<file path="src/rtl/dac_sweep_pkg.sv">
// Shared types and constants for the bias DAC sweep sequencer.
package dac_sweep_pkg;

  typedef enum logic [2:0] {
    IDLE,
    SEND,
    WAIT_SPI,
    DWELL,
    NEXT,
    FINISH
  } state_t;

  localparam logic [3:0]  CMD_WRITE_UPDATE = 4'b0011;
  localparam int unsigned CMD_W_DEF        = 4;
  localparam int unsigned DATA_W_DEF       = 12;
  localparam int unsigned FRAME_W          = CMD_W_DEF + DATA_W_DEF;

endpackage

</file>
<file path="src/rtl/dac_sweep_sequencer_dac_dwell_timer.sv">
// Loadable down-counter; expired pulses for one cycle on the last held cycle.
module dac_dwell_timer #(
  parameter int unsigned W = 16
) (
  input  logic         clk_i,
  input  logic         rst_ni,
  input  logic         load,
  input  logic [W-1:0] value,
  output logic         expired
);

  logic [W-1:0] cnt;

  always_ff @(posedge clk_i or negedge rst_ni) begin
    if (!rst_ni) begin
      cnt <= '0;
    end else if (load) begin
      cnt <= value;
    end else if (cnt != '0) begin
      cnt <= cnt - W'(1);
    end
  end

  // Decoded from cnt==1 so a load of N keeps the caller waiting exactly N cycles.
  assign expired = (cnt == W'(1)) && !load;

endmodule

</file>
<file path="src/rtl/dac_sweep_sequencer.sv">
// Steps the bias DAC from start to stop through the SPI write path.
// Build option: DAC_SWEEP_RETURN_ZERO_EN appends a final code-0 frame.
module dac_sweep_sequencer
  import dac_sweep_pkg::*;
#(
  parameter int unsigned DATA_W  = DATA_W_DEF,
  parameter int unsigned CMD_W   = CMD_W_DEF,
  parameter int unsigned DWELL_W = 16
) (
  input  logic                    clk_i,
  input  logic                    rst_ni,
  input  logic                    start_i,
  input  logic                    abort_i,
  input  logic [DATA_W-1:0]       code_start_i,
  input  logic [DATA_W-1:0]       code_stop_i,
  input  logic [DATA_W-1:0]       step_i,
  input  logic [DWELL_W-1:0]      dwell_i,
  output logic                    spi_start_o,
  output logic [CMD_W+DATA_W-1:0] spi_data_o,
  input  logic                    spi_done_i,
  output logic [DATA_W-1:0]       code_o,
  output logic                    busy_o,
  output logic                    eov_o,
  output logic                    done_o
);

  localparam logic [CMD_W-1:0]  CMD       = CMD_W'(CMD_WRITE_UPDATE);
  localparam logic [DATA_W-1:0] ZERO_CODE = '0;

  state_t              state;
  logic [DATA_W-1:0]   cur;
  logic [DATA_W-1:0]   stop_q;
  logic [DATA_W-1:0]   step_q;
  logic [DWELL_W-1:0]  dwell_q;
  logic                abort_pend;
  logic [DATA_W:0]     nxt;
  logic                last_point;
  logic                abort_now;
  logic                tload;
  logic                dwell_done;
`ifdef DAC_SWEEP_RETURN_ZERO_EN
  logic                rz_q;
`endif

  always_comb begin
    nxt        = {1'b0, cur} + {1'b0, step_q};
    last_point = (step_q == '0) || nxt[DATA_W] || (nxt[DATA_W-1:0] > stop_q);
    abort_now  = abort_pend || abort_i;
    tload      = (state == WAIT_SPI) && spi_done_i;
  end

  dac_dwell_timer #(.W(DWELL_W)) u_dwell (
    .clk_i   (clk_i),
    .rst_ni  (rst_ni),
    .load    (tload),
    .value   (dwell_q),
    .expired (dwell_done)
  );

  // Frame outputs are loaded on the edge that enters SEND so spi_start_o
  // appears one cycle after the accepted start.
  always_ff @(posedge clk_i or negedge rst_ni) begin
    if (!rst_ni) begin
      state       <= IDLE;
      cur         <= '0;
      stop_q      <= '0;
      step_q      <= '0;
      dwell_q     <= '0;
      abort_pend  <= 1'b0;
      spi_start_o <= 1'b0;
      spi_data_o  <= '0;
      code_o      <= '0;
      busy_o      <= 1'b0;
      eov_o       <= 1'b0;
      done_o      <= 1'b0;
`ifdef DAC_SWEEP_RETURN_ZERO_EN
      rz_q        <= 1'b0;
`endif
    end else begin
      spi_start_o <= 1'b0;
      eov_o       <= 1'b0;
      done_o      <= 1'b0;
      case (state)
        IDLE: begin
          if (start_i && !abort_i) begin
            stop_q      <= code_stop_i;
            step_q      <= step_i;
            dwell_q     <= dwell_i;
            cur         <= code_start_i;
            abort_pend  <= 1'b0;
            spi_start_o <= 1'b1;
            spi_data_o  <= {CMD, code_start_i};
            code_o      <= code_start_i;
            busy_o      <= 1'b1;
            state       <= SEND;
`ifdef DAC_SWEEP_RETURN_ZERO_EN
            rz_q        <= 1'b0;
`endif
          end
        end
        SEND: begin
          if (abort_i) abort_pend <= 1'b1;
          state <= WAIT_SPI;
        end
        WAIT_SPI: begin
          if (spi_done_i) begin
`ifdef DAC_SWEEP_RETURN_ZERO_EN
            if (rz_q) begin
              if (abort_now) begin
                busy_o <= 1'b0;
                state  <= IDLE;
              end else begin
                done_o <= 1'b1;
                state  <= FINISH;
              end
            end else if (abort_now) begin
              eov_o       <= 1'b1;
              abort_pend  <= 1'b1;
              rz_q        <= 1'b1;
              spi_start_o <= 1'b1;
              spi_data_o  <= {CMD, ZERO_CODE};
              code_o      <= ZERO_CODE;
              state       <= SEND;
            end else begin
              eov_o <= 1'b1;
              state <= (dwell_q == '0) ? NEXT : DWELL;
            end
`else
            eov_o <= 1'b1;
            if (abort_now) begin
              busy_o <= 1'b0;
              state  <= IDLE;
            end else begin
              state <= (dwell_q == '0) ? NEXT : DWELL;
            end
`endif
          end else if (abort_i) begin
            abort_pend <= 1'b1;
          end
        end
        DWELL: begin
          if (abort_i) begin
            busy_o <= 1'b0;
            state  <= IDLE;
          end else if (dwell_done) begin
            state <= NEXT;
          end
        end
        NEXT: begin
          if (abort_i) begin
            busy_o <= 1'b0;
            state  <= IDLE;
          end else if (last_point) begin
`ifdef DAC_SWEEP_RETURN_ZERO_EN
            rz_q        <= 1'b1;
            spi_start_o <= 1'b1;
            spi_data_o  <= {CMD, ZERO_CODE};
            code_o      <= ZERO_CODE;
            state       <= SEND;
`else
            done_o <= 1'b1;
            state  <= FINISH;
`endif
          end else begin
            cur         <= nxt[DATA_W-1:0];
            spi_start_o <= 1'b1;
            spi_data_o  <= {CMD, nxt[DATA_W-1:0]};
            code_o      <= nxt[DATA_W-1:0];
            state       <= SEND;
          end
        end
        FINISH: begin
          busy_o <= 1'b0;
          state  <= IDLE;
        end
        default: state <= IDLE;
      endcase
    end
  end

endmodule

</file>
<file path="config.mk">
export PLATFORM = sky130hd
export DESIGN_NAME = dac_sweep_sequencer
export DESIGN_NICKNAME = d
export VERILOG_FILES = /design/src/rtl/dac_sweep_pkg.sv /design/src/rtl/dac_sweep_sequencer_dac_dwell_timer.sv /design/src/rtl/dac_sweep_sequencer.sv
export SDC_FILE = /design/constraint.sdc
export NUM_CORES = 1
export LEC_CHECK = 0
export CAP_MARGIN = 20
export CORE_UTILIZATION = 30
export CTS_BUF_LIST = sky130_fd_sc_hd__clkbuf_8
export CTS_CLUSTER_DIAMETER = 30
export DETAILED_ROUTE_END_ITERATION = 6
export GPL_TIMING_DRIVEN = 1
export PLACE_DENSITY = 0.62
export SYNTH_ARGS = -nofsm -noshare
export SYNTH_HDL_FRONTEND = slang
export SYNTH_HIERARCHICAL = 1
export SYNTH_SLANG_ARGS = --single-unit
</file>
<file path="constraint.sdc">
create_clock -name clk_i -period 3.58 [get_ports clk_i]
set_input_delay 1.074 -clock clk_i [delete_from_list [all_inputs] [get_ports clk_i]]
set_output_delay 1.074 -clock clk_i [all_outputs]
set_load 0.05 [all_outputs]
</file>
* Word level (Yosys, flattened, before mapping) *
Cells that the tools add are included.

storage, ports and cells
  register bits after elaboration = 92
  output and inout bits = 32
  word-level logic and storage cells = 88
  bits of input ports = 57

cells by class
  muxes and demuxes = 37
  eq/ne operators = 14
  reduce and logical (&&, ||, !) cells = 22
  add/sub/neg operators = 2
  magnitude comparators = 1

operator list
  kind                                                number
  2-to-1 mux 16 bit                                   5
  2-to-1 mux 12 bit                                   3
  case mux 16 bit (2 select lines)                    1
  2-to-1 mux 3 bit                                    8
  case mux 12 bit (2 select lines)                    1
  == test 16 x 1 -> 1 bit, second input constant      1
  logical NOT 16 bit                                  1
  nonzero test 16 bit                                 1
  subtractor 16 x 1 -> 16 bit, second input constant  1
  2-to-1 mux 1 bit                                    15
  case mux 3 bit (5 select lines)                     1
  adder 12 x 12 -> 13 bit                             1
  greater-than comparator 12 bit                      1
  logical NOT 12 bit                                  1
  != test 2 bit, second input constant                6
  == test 3 x 2 -> 1 bit, second input constant       2
  == test 3 bit, second input constant                2
  AND reduction 3 bit                                 2
  AND reduction 5 bit                                 1
  case mux 1 bit (4 select lines)                     1
  AND reduction 4 bit                                 1
  nonzero test 2 bit                                  2
  nonzero test 4 bit                                  1
  == test 3 x 1 -> 1 bit, second input constant       1
  other kinds (11)                                    16

* Longest topological paths before layout *
Gate-level depths: netlist of run 1.

  depth after elaboration = 7
  mapped depth = 15
  gate-level depth less buffers = 13

* Modules after synthesis *
Netlist of run 1, hierarchy kept.

modules (own cells, without submodules)
  module               cells each  times used  area each (um^2)  sequential area each (um^2)
  dac_sweep_sequencer  330         1           3575.9            1526.5
  dac_dwell_timer      113         1           1059.8            400.4

* Worst setup path before layout of run 1 *
No wires, ideal clock.

  kind = register to register
  from = register cur[6]
  to = register cur[5]
  library setup time = 0.128 ns
  setup slack = -0.221 ns
  cell stages (with the launch flop) = 15
  arrival time = 3.673 ns
  data required time = 3.452 ns
  path through = dfrtp_1 > ha_1 > buf_6 > a21o_1 > a221o_1 > a221o_1 > a31oi_2 > xnor2_1 > ha_1 > nand4_1 > a211o_1 > a31oi_1 > o21ai_2 > buf_4 > mux2_1

on the way
  word-level cells in the longest chain between the ends = 5
  elaborated cells between the ends (all ways) = 6
  classes of those cells = 1 x add/sub; 1 x order compare; 1 x eq/ne; 3 x reduce/logical

ends and longest elaborated chain
  what                                                                       line                        text
  start: declaration                                                         dac_sweep_sequencer.sv:31   logic [DATA_W-1:0] cur;
  start signal: assignment                                                   dac_sweep_sequencer.sv:89   cur <= code_start_i;
  start signal: assignment                                                   dac_sweep_sequencer.sv:165  cur <= nxt[DATA_W-1:0];
  adder 12 x 12 -> 13 bit (*)                                                dac_sweep_sequencer.sv:46   nxt = {1'b0, cur} + {1'b0, step_q};
  greater-than comparator 12 bit / logical OR 1 bit (equally long branches)  dac_sweep_sequencer.sv:47   last_point = (step_q == '0) || nxt[DATA_W] || (nxt[DATA_W-1:0] > stop_q);
  logical OR 1 bit (*)                                                       dac_sweep_sequencer.sv:47
  != test 2 bit (no line) (*)                                                n/a
  AND reduction 4 bit (no line) (*)                                          n/a

Every way passes the cells marked *; elsewhere a longest branch is shown, timed or not.
A chain may end at the register's enable or synchronous reset.

* Final worst setup path of run 1 *
  from = register cur[6]
  to = register spi_data_o[11]

on the way
  word-level cells in the longest chain between the ends = 5
  elaborated cells between the ends (all ways) = 9
  classes of those cells = 1 x add/sub; 1 x order compare; 1 x eq/ne; 3 x mux; 3 x reduce/logical

ends and longest elaborated chain
  what                                                                       line                        text
  adder 12 x 12 -> 13 bit (*)                                                dac_sweep_sequencer.sv:46
  greater-than comparator 12 bit / logical OR 1 bit (equally long branches)  dac_sweep_sequencer.sv:47
  logical OR 1 bit                                                           dac_sweep_sequencer.sv:47
  != test 2 bit (no line)                                                    n/a
  AND reduction 4 bit (no line)                                              n/a
  end signal: assignment                                                     dac_sweep_sequencer.sv:92   spi_data_o <= {CMD, code_start_i};
  end signal: assignment                                                     dac_sweep_sequencer.sv:167  spi_data_o <= {CMD, nxt[DATA_W-1:0]};
  end: declaration                                                           dac_sweep_sequencer.sv:19   output logic [CMD_W+DATA_W-1:0] spi_data_o,

Every way passes the cells marked *; elsewhere a longest branch is shown, timed or not. The select of a mux whose other input is x is not followed.

==> flow_summary_export.csv, run 1 <==
group,metric,value,unit
power_and_ir_drop,cellLeakagePower,2.49,nW
placed_design,port-buffer-count,86,
worst_setup_path,worst_setup_path_start_kind,"flop",
floorplanning,initial_utilization,30.6,%
floorplanning,die_w,126,um
logic_synthesis,yosys_register_bits,77,
sta,maxSlewViolCount,0,
sta,maxSlewHeadroom,34.6,%
grt,global_route.usage.total,15.2,%
power_and_ir_drop,fin_total_pwr,6.49,mW
logic_synthesis,avgSynthCellArea,10.5,um^2
worst_setup_path,r2r.worst_path.cells,14,
sta,worst_pin_slew,0.980,ns
detailed_routing,mean_number_of_vias_per_cell,5.09,
sta,skew,0.0113,ns
sta,timing_hold_violations_final,0,
worst_setup_path,critPathArrivalTime,3.89,ns
sta,rsz0062_at_grt,"yes",
flow_run,max_cap_violations,0,
final_layout,post_layout_nonfiller_instances,722,
detailed_routing,vias,3676,
clock_network,clk_pin_slew_worst_paths,0.09,ns
min_path,min_path_type,"reg2reg",
outcome,outcome,"finished, violations left",
sta,maxClockFrequency,0.274,GHz
sta,whs,0.516,ns
clock_network,cts_tree,"built",
logic_synthesis,netlist-cell-type-count,60,
grt,grt_pass1_wl,18900,um
worst_setup_path,rr_endpoint,"spi_data_o[11]$_DFFE_PN0P_",
logic_synthesis,synth_flop_cell,"dfrtp_1",
logic_synthesis,synth-edff-count,0,
logic_synthesis,synth_top_area_share,41.6,%
worst_setup_path,worst-setup-path-type,"reg2reg",
placed_design,post-dp-hpwl,8790,um
floorplanning,die_area,16000,um^2
placed_design,place.detailed.instances,695,
detailed_routing,wl_per_cell,16.3,um
clock_network,root_buffer,"clkbuf_8",
worst_setup_path,critical_path_required,3.83,ns
floorplanning,num_rows,45,
logic_synthesis,synth_most_common_cell,"dfrtp_1",
final_layout,number_of_nets_in_the_final_layout,613,
clock_network,cts_hold_buf,0,
logic_synthesis,synth_area_leaders,"dfrtp_1 42%, mux2_2 13%, ha_1 7.0%",
logic_synthesis,syn_inst,443,
detailed_routing,drtAntennaViolNets,0,
grt,via_count_of_the_first_global_routing_pass,3833,
floorplanning,fp.dieH,126,um
logic_synthesis,synth_xor_area_share,2.65,%
sta,final_period_minus_worst_setup_slack,3.64,ns
min_path,hp-start,"stop_q[2]$_DFFE_PN0P_",
final_layout,layout-drive-gt1-share,22.8,%
detailed_routing,drt-total-wl,11800,um
logic_synthesis,synth-simple-area-share,15.1,%
worst_setup_path,critical_path.endpoint_type,"flop",
logic_synthesis,synth_top_family_by_area,"simple AND/OR/NAND/NOR gates",
logic_synthesis,async_reset_ff_share,100,%
clock_network,cts_sinks,77,
final_layout,filler_cell_count,1480,
logic_synthesis,post_synth_fa_ha_maj_area_fraction,7.45,%
placed_design,gp_congestion,0.861,
outcome,failed_checks,"setup timing",
floorplanning,core,15100,um^2
worst_setup_path,timing.critical_path.from,"cur[6]$_DFFE_PN0P_",
clock_network,clock_tree.htree_level_count,3,
worst_setup_path,worst_r2r_startpoint,"cur[6]$_DFFE_PN0P_",
placed_design,post-place-ws,-0.0473,ns
detailed_routing,post-route-drc-count,0,
logic_synthesis,ys_seq_area_share,41.6,%
logic_synthesis,yosys.area.top_type,"dfrtp_1",
logic_synthesis,synth_compound_area_share,12.4,%
grt,grt_max_degree,78,
detailed_routing,detail_route.first_pass.iterations,4,
logic_synthesis,synthTopCellsByCount,"77 x dfrtp_1, 55 x mux2_2, 35 x nand2_1",
sta,setup-violations-final,11,
final_layout,num_antenna_cells,0,
detailed_routing,drt_iter0_markers,162,
clock_network,clk-insertion-delay-late,0.37,ns
grt,antenna_found_initial,0,
final_layout,flow.area_growth_from_synthesis,29.1,%
grt,globalRouteOverflowTotal,0,
worst_setup_path,endpoint,"spi_data_o[11]$_DFFE_PN0P_",
sta,postLayoutSetupSlackWorst,-0.0647,ns
logic_synthesis,yosysWarnings,6,
power_and_ir_drop,pwr_density_cell,1080,nW/um^2
logic_synthesis,synth.mux.area_fraction,14.7,%
worst_setup_path,crit_fanout,6,
worst_setup_path,r2r_setup_slack,-0.06,ns
clock_network,clock_path_buffers,2,
clock_network,tritoncts.num_buffers,9,
logic_synthesis,synth_area,4640,um^2
sta,share_of_the_cycle_needed_by_the_critical_path_after_routing,102,%
floorplanning,floorplan.io_pins,89,
power_and_ir_drop,worst_ir_drop_vdd,0.652,mV
## timing repair
item                                    4_1_cts  5_1_grt
pin swaps                                     0       10
endpoints found under the setup margin       12       15
resized for setup                             2       12
setup buffers                                 2        9
## state kept, by name (all words and copies together) (netlist names), 2 cells and up
register / cells
u_dwell/cnt: 16
state: 3
step_q: 12
stop_q: 12
spi_data_o: 2
cur: 11
dwell_q: 16
## per-stage QoR
step	util [%]	instance area, um^2	TNS, ns
after global placement	37.3	5650	-0.133
after detailed placement	37.3	5650	-0.439
after floorplan	-	4690	0
after global routing	39.5	5990	-2.12
after CTS	38.8	5870	0
final	39.5	5990	-0.503
## worst min path at each step
stage,end,depth (start not counted),slack [ns]
floorplan,u_dwell/cnt[10]$_DFFE_PN0P_,2,0.47
global placement,stop_q[8]$_DFFE_PN0P_,1,0.50
detailed placement,stop_q[2]$_DFFE_PN0P_,1,0.50
CTS,stop_q[2]$_DFFE_PN0P_,1,0.52
global route,stop_q[2]$_DFFE_PN0P_,1,0.53
finish,stop_q[2]$_DFFE_PN0P_,1,0.52
## worst max-delay path, cell delays in order (launching register included)
cell and delay, ns:
dfrtp_2 0.43, ha_4 0.26, a21o_1 0.17, a221o_1 0.35, a221o_1 0.37, a31oi_2 0.20
xnor2_1 0.11, ha_1 0.31, nand4_1 0.17, o22ai_2 0.09, a31oi_1 0.20, a31oi_2 0.14
o21ai_2 0.23, buf_6 0.17, mux2_2 0.34
## kinds of logic (layout without fill, tap and decap cells)
kind of cell / count (synthesis) / after routing
mux: 61 / 61
buf+inv: 52 / 142
xor+xnor: 14 / 14
other cells: 1 / 2
simple gates: 128 / 128
compound gates: 83 / 83
flops: 77 / 77
fa+ha+maj: 27 / 27
## final cells by class
type | count | area [um^2] | share of cell area, %
repair buffers | 106 | 1020 | 17.0
multi-input cells | 315 | 2530 | 42.3
clock inverters | 6 | 56.3 | 0.941
flip-flops and latches | 77 | 1930 | 32.3
well taps | 188 | 235 | 3.93
inverters | 20 | 75.1 | 1.25
clock buffers | 10 | 138 | 2.30
## power by group
group / total, mW / internal (mW) / switching, mW / leakage, nW
logic: 4.06 / 1.85 / 2.21 / 1.47
registers: 1.76 / 1.29 / 0.465 / 0.916
clock network: 0.667 / 0.335 / 0.332 / 0.109
## metal layers
layer	track usage [%]	routed length (um)	vias to the layer above
met1	18.2	5230	1796
met2	26.4	5830	96
met5	0	0	-
li1	-	-	1768
met4	4.25	182	0
met3	4.60	543	16
## cells in the final DEF (no fill, tap or decap), types with 3 or more instances in the layout
master	netlist	final
nand2_1	35	35
nor4_1	9	9
buf_4	16	19
dfrtp_1	77	73
nor3_1	6	6
a221o_1	3	3
nand2b_1	4	4
o21a_1	4	4
nor4_2	3	3
clkdlybuf4s50_1	0	85
and2_1	6	5
dfrtp_2	0	4
a21oi_1	19	19
nand4_1	11	11
nor2b_1	6	6
a21o_1	3	3
nand3_1	7	6
mux2i_1	5	5
o21ai_0	12	12
o211ai_1	4	4
o21ai_1	4	3
mux2_2	55	51
a31oi_1	7	6
mux2_4	0	5
ha_1	26	23
nor2_1	25	25
clkbuf_8	0	10
inv_1	19	21
xnor2_1	8	8
ha_4	0	3
o31ai_1	6	6
xor2_1	6	6
Power figures use the tool's default switching activity.
==> run 2, diff against run 1 <==
- CORE_UTILIZATION: 30 -> 44
- PLACE_DENSITY: 0.62 -> 0.81
==> run 2 against run 1 <==
  * The run still ends with setup timing left
  * Core utilization is 19 points higher
  * Worst setup slack worse by 0.026 ns
  * Sequential cell count stayed put
  * Critical path type unchanged
  * Count of clock-buffer cells in the layout stayed put
==> flow_summary_export.csv, run 2 (same netlist as run 1, synthesis figures left out) <==
group,metric,value,unit
floorplanning,fp.dieH,105,um
flow_run,max_cap_violations,0,
clock_network,clock_path_buffers,2,
final_layout,highest_count_cells_in_the_layout_ignoring_fill_and_taps,"85 x clkdlybuf4s50_1, 73 x dfrtp_1, 46 x mux2_2, 35 x nand2_1, 25 x nor2_1",
detailed_routing,mean_number_of_vias_per_cell,5.72,
worst_setup_path,crit_fanout,7,
detailed_routing,drt_iter0_markers,194,
clock_network,tritoncts.num_buffers,9,
placed_design,port-buffer-count,86,
floorplanning,floorplan.io_pins,89,
final_layout,filler_cell_count,834,
sta,maxClockFrequency,0.272,GHz
sta,setup-violations-final,12,
floorplanning,die_w,105,um
floorplanning,num_rows,37,
grt,antenna_found_initial,0,
sta,worst_pin_slew,0.976,ns
sta,timing_hold_violations_final,0,
sta,skew,0.00898,ns
min_path,min_path_type,"reg2reg",
worst_setup_path,rr_endpoint,"cur[3]$_DFFE_PN0P_",
clock_network,cts_hold_buf,0,
final_layout,design_area,5980,um^2
grt,grt_pass1_wl,18300,um
worst_setup_path,worst-setup-path-type,"reg2reg",
final_layout,number_of_nets_in_the_final_layout,606,
grt,global_route.usage.total,21.1,%
detailed_routing,wl_per_cell,17.2,um
sta,maxSlewHeadroom,35.0,%
power_and_ir_drop,worst_ir_drop_vdd,0.923,mV
worst_setup_path,worst_r2r_startpoint,"cur[8]$_DFFE_PN0P_",
floorplanning,initial_utilization,45.1,%
clock_network,cts_tree,"built",
final_layout,layout-drive-gt1-share,22.6,%
grt,grt_max_degree,78,
sta,postLayoutSetupSlackWorst,-0.0907,ns
min_path,whs_path_depth,1,
placed_design,post-dp-hpwl,8070,um
min_path,holdPathEnd,"spi_data_o[12]$_DFFE_PN0P_",
worst_setup_path,worst_setup_path_start_kind,"flop",
clock_network,cts_sinks,77,
detailed_routing,post-route-drc-count,0,
final_layout,num_antenna_cells,0,
final_layout,post_layout_nonfiller_instances,662,
clock_network,clock_tree.htree_level_count,3,
worst_setup_path,r2r_setup_slack,-0.09,ns
power_and_ir_drop,cellLeakagePower,2.49,nW
final_layout,finalCoreUtilization,58.2,%
clock_network,root_buffer,"clkbuf_8",
sta,share_of_the_cycle_needed_by_the_critical_path_after_routing,103,%
power_and_ir_drop,pwr_density_cell,1110,nW/um^2
sta,rsz0062_at_grt,"yes",
worst_setup_path,critical_path_required,3.83,ns
worst_setup_path,r2r.worst_path.cells,14,
worst_setup_path,critPathArrivalTime,3.92,ns
final_layout,layout_commonest_cell,"clkdlybuf4s50_1",
floorplanning,core,10300,um^2
grt,globalRouteOverflowTotal,0,
outcome,outcome,"finished, violations left",
placed_design,gp_congestion,0.932,
detailed_routing,vias,3788,
sta,setup_total_negative_slack,-0.625,ns
min_path,hp-start,"spi_data_o[12]$_DFFE_PN0P_",
worst_setup_path,critical_path.endpoint_type,"flop",
detailed_routing,detail_route.first_pass.iterations,5,
detailed_routing,drtAntennaViolNets,0,
detailed_routing,drt-total-wl,11400,um
grt,via_count_of_the_first_global_routing_pass,3663,
final_layout,layout_top_registers,"dwell_q x16, u_dwell/cnt x16",
placed_design,place.detailed.instances,642,
final_layout,flow.area_growth_from_synthesis,28.9,%
clock_network,clk-insertion-delay-late,0.36,ns
sta,maxSlewViolCount,0,
clock_network,clk_pin_slew_worst_paths,0.08,ns
sta,final_period_minus_worst_setup_slack,3.67,ns
floorplanning,die_area,11000,um^2
outcome,failed_checks,"setup timing",
placed_design,dpl-instance-area,5610,um^2
run 2: cell types whose count changed in the layout (fill, tap and decap cells not counted), moves of 2 or more:
cell,before,now
buf_12,0,2
buf_6,2,0
mux2_2,51,46
mux2_4,5,9
buf_4,19,11
a31oi_1,6,4
run 2: area by class of cell:
cell class              instances  area, um^2  area share [%]
multi-input cells             315        2590            43.3
flip-flops and latches         77        1930            32.3
repair buffers                 99         998            16.7
well taps                     136         170            2.85
clock buffers                  10         138            2.30
clock inverters                 5        76.3            1.28
inverters                      20        75.1            1.26
run 2: repair_timing:
item | CTS | global route
gates resized for setup | 1 | 23
endpoints found under the setup margin | 11 | 15
pin swaps | 0 | 8
cloned | 0 | 1
setup buffers | 0 | 4
run 2: worst max-delay path by stage:
| stage | start | endpoint | slack (ns) |
|---|---|---|---|
| finish | cur[8]$_DFFE_PN0P_ | cur[3]$_DFFE_PN0P_ | -0.09 |
| global placement | cur[0]$_DFFE_PN0P_ | cur[8]$_DFFE_PN0P_ | 0.06 |
| floorplan | cur[0]$_DFFE_PN0P_ | cur[0]$_DFFE_PN0P_ | 0.0008 |
| CTS | cur[0]$_DFFE_PN0P_ | cur[4]$_DFFE_PN0P_ | -0.01 |
| global route | step_q[6]$_DFFE_PN0P_ | cur[3]$_DFFE_PN0P_ | -0.23 |
| detailed placement | cur[0]$_DFFE_PN0P_ | cur[4]$_DFFE_PN0P_ | -0.08 |
run 2: report_power, final:
group	internal (mW)	leakage [nW]	switching (mW)
clock network	0.404	0.110	0.319
registers	1.29	0.916	0.466
logic	1.86	1.47	2.29
total	3.56	2.49	3.07
run 2: per-layer routing:
metal | global-route usage (%) | vias to the layer above | wire length [um]
li1 | - | 1751 | -
met1 | 28.1 | 1859 | 4840
met2 | 33.5 | 158 | 5630
met3 | 5.05 | 20 | 712
met4 | 7.14 | 0 | 221
met5 | 0 | - | 0
run 2: per-stage QoR:
step	power (mW)	worst slack (ns)	hold slack [ns]
after global placement	5.37	0.0639	0.486
final	6.63	-0.0907	0.507
after floorplan	4.55	0.000783	0.469
after global routing	7.11	-0.233	0.524
after detailed placement	5.52	-0.0791	0.491
after CTS	6.27	-0.00965	0.510
run 2: critical path: stages (launching register included):
cell and delay [ns]:
dfrtp_2 0.43, ha_4 0.27, and2_4 0.18, a221o_1 0.33, a221o_1 0.38, a31oi_2 0.19, xnor2_1 0.10, ha_1 0.30
nand4_1 0.18, o22ai_2 0.10, a31oi_2 0.20, a31oi_4 0.13, o21ai_4 0.23, clkbuf_16 0.20, mux2_2 0.33
==> run 3, diff against run 2 <==
- CORE_UTILIZATION: 44 -> 49
- HOLD_SLACK_MARGIN: default -> 0.05
- PLACE_DENSITY: 0.81 -> 0.88
==> run 3 against run 2 <==
  * The run now ends clean
  * Global-route usage up 2.9 points
  * Count of clock-buffer cells in the layout down 1
  * Sequential power about the same
  * Routed wire length down 1.4%
  * Design area down 1.9%
  * Sequential share of layout area up 0.64 points
  * Sequential cell count unchanged
  * Critical path depth unchanged
  * Die area down 10%
  * First-iteration DRC count down 1.0%
  * Power down 3.0%
  * Critical endpoint is now cur[8]$_DFFE_PN0P_
  * Largest power group unchanged
==> flow_summary_export.csv, run 3 (same netlist as run 1, synthesis figures left out) <==
group,metric,value,unit
power_and_ir_drop,net-switching-power,2.98,mW
power_and_ir_drop,power_report.internal_total,3.45,mW
sta,setup_total_negative_slack,0,ns
worst_setup_path,worst_path_max_delay_cell,"dfrtp_2",
final_layout,num_antenna_cells,0,
sta,maxSlewHeadroom,34.9,%
worst_setup_path,rr_endpoint,"cur[8]$_DFFE_PN0P_",
power_and_ir_drop,power_share_of_the_combinational_group,61.4,%
detailed_routing,vias,3746,
clock_network,cts_hold_buf,0,
clock_network,clock_tree.htree_level_count,3,
sta,skew,0.0148,ns
power_and_ir_drop,sequentialPowerShare,27.3,%
clock_network,root_buffer,"clkbuf_8",
flow_run,max_cap_violations,0,
sta,final_period_minus_worst_setup_slack,3.55,ns
grt,antenna_found_initial,0,
detailed_routing,mean_number_of_vias_per_cell,5.84,
worst_setup_path,critical_path_required,3.82,ns
power_and_ir_drop,cellLeakagePower,2.45,nW
grt,globalRouteOverflowTotal,0,
final_layout,layout_commonest_cell,"clkdlybuf4s50_1",
floorplanning,die_area,9850,um^2
sta,worst_pin_slew,0.976,ns
clock_network,clk-insertion-delay-late,0.36,ns
clock_network,clk_pin_slew_worst_paths,0.08,ns
placed_design,gp_congestion,0.915,
min_path,hp-start,"spi_data_o[12]$_DFFE_PN0P_",
sta,setup-violations-final,0,
power_and_ir_drop,fin_total_pwr,6.43,mW
clock_network,cts_tree,"built",
min_path,min_path_type,"reg2reg",
floorplanning,initial_utilization,50.4,%
final_layout,design_area,5860,um^2
detailed_routing,met2_length,5400,um
worst_setup_path,worst-setup-path-type,"reg2reg",
worst_setup_path,worst_r2r_startpoint,"cur[8]$_DFFE_PN0P_",
power_and_ir_drop,clock_power_share,11.2,%
worst_setup_path,worst_setup_path_start_kind,"flop",
grt,via_count_of_the_first_global_routing_pass,3875,
placed_design,post-dp-hpwl,8130,um
final_layout,post_layout_nonfiller_instances,641,
final_layout,flow.area_growth_from_synthesis,26.4,%
clock_network,tritoncts.num_buffers,9,
power_and_ir_drop,pwr_density_cell,1100,nW/um^2
power_and_ir_drop,worst_ir_drop_vdd,0.700,mV
worst_setup_path,critical_path.endpoint_type,"flop",
clock_network,cts_sinks,77,
detailed_routing,drt-total-wl,11200,um
final_layout,layout-drive-gt1-share,21.9,%
floorplanning,num_rows,35,
sta,maxSlewViolCount,0,
detailed_routing,highest_layer,"met4",
worst_setup_path,r2r.worst_path.cells,14,
sta,timing_hold_violations_final,0,
placed_design,dpl-instance-area,5580,um^2
placed_design,place.detailed.instances,620,
detailed_routing,detail_route.first_pass.iterations,5,
detailed_routing,m1WireLength,4810,um
detailed_routing,drtAntennaViolNets,0,
floorplanning,floorplan.io_pins,89,
detailed_routing,post-route-drc-count,0,
detailed_routing,wl_per_cell,17.5,um
min_path,whs_path_depth,1,
detailed_routing,drt_iter0_markers,192,
final_layout,layout_top_registers,"dwell_q x16, u_dwell/cnt x16",
placed_design,port-buffer-count,86,
min_path,holdPathEnd,"spi_data_o[12]$_DFFE_PN0P_",
sta,rsz0062_at_grt,"yes",
grt,grt_pass1_wl,18600,um
worst_setup_path,worstPathCellList,"ha_4 > and2_1 > a221o_1 > a221o_1 > a31oi_2 > xnor2_1 > ha_1 > nand4_1 > o22ai_1 > a31oi_1 > a31oi_2 > o21ai_2 > buf_12 > mux2_2",
worst_setup_path,critPathArrivalTime,3.79,ns
floorplanning,core,9200,um^2
power_and_ir_drop,power.share.switching,46.3,%
final_layout,number_of_nets_in_the_final_layout,609,
sta,maxClockFrequency,0.282,GHz
floorplanning,fp.dieH,99.3,um
final_layout,highest_count_cells_in_the_layout_ignoring_fill_and_taps,"85 x clkdlybuf4s50_1, 73 x dfrtp_1, 54 x mux2_2, 35 x nand2_1, 25 x nor2_1",
grt,global_route.usage.total,23.9,%
sta,share_of_the_cycle_needed_by_the_critical_path_after_routing,99.2,%
detailed_routing,wl_met3,742,um
worst_setup_path,crit_fanout,14,
clock_network,clock_path_buffers,2,
floorplanning,die_w,99.3,um
worst_setup_path,r2r_setup_slack,0.03,ns
grt,grt_max_degree,78,
outcome,outcome,"finished, final reports clean",
worst_setup_path,critPathMaxStageDelay,0.43,ns
[run 3: critical path: cells and delay by family, from the launching register on]
family | cells | cell delay [ns]
AOI/OAI and AO/OA | 7 | 1.52
xor gates and xnor gates | 1 | 0.15
adders and majority gates | 2 | 0.51
buffers and inverters | 1 | 0.17
DFF | 1 | 0.43
muxes | 1 | 0.35
and+or+nand+nor | 2 | 0.31
[run 3: timing repair]
action,4_1_cts,5_1_grt
hold endpoints to repair,0,0
pin swaps,0,3
setup endpoints to repair,11,15
gates resized for setup,1,4
setup buffers,0,5
[run 3: power by group through the flow]
stage               registers [mW]  clock network (mW)  logic, mW
finish                        1.76               0.723       3.95
floorplan                     1.89                   0       2.66
global placement              1.73                   0       3.69
detailed placement            1.76                   0       3.79
global route                  1.82               0.781       4.35
CTS                           1.75               0.734       3.83
[run 3: area by class of cell]
class                   count  area, um^2
fillers                   722        3340
multi-input cells         315        2510
inverters                  20        75.1
repair buffers            102         991
clock inverters             7        91.3
well taps                 111         139
clock buffers               9         124
flip-flops and latches     77        1930
[run 3: worst max-delay path by stage]
stage,startpoint,end,slack [ns],cells past startpoint
global placement,cur[0]$_DFFE_PN0P_,cur[7]$_DFFE_PN0P_,0.10,14
global route,cur[8]$_DFFE_PN0P_,cur[3]$_DFFE_PN0P_,-0.14,14
detailed placement,cur[0]$_DFFE_PN0P_,cur[1]$_DFFE_PN0P_,-0.02,14
CTS,cur[0]$_DFFE_PN0P_,cur[8]$_DFFE_PN0P_,0.04,14
floorplan,cur[0]$_DFFE_PN0P_,cur[0]$_DFFE_PN0P_,0.0008,14
finish,cur[8]$_DFFE_PN0P_,cur[8]$_DFFE_PN0P_,0.03,14
[run 3: layer usage]
layer	vias up	track usage, %
li1	1759	-
met4	0	9.62
met2	138	39.0
met5	-	0
met3	26	5.69
met1	1823	30.8
[run 3: through the flow]
stage	hold WS [ns]	utilization (%)	worst slack [ns]
2_1_floorplan	0.469	-	0.000783
3_3_place_gp	0.486	60.7	0.102
3_5_place_dp	0.483	60.7	-0.0249
4_1_cts	0.507	63.1	0.0373
5_1_grt	0.528	63.7	-0.141
6_report	0.508	63.7	0.0302
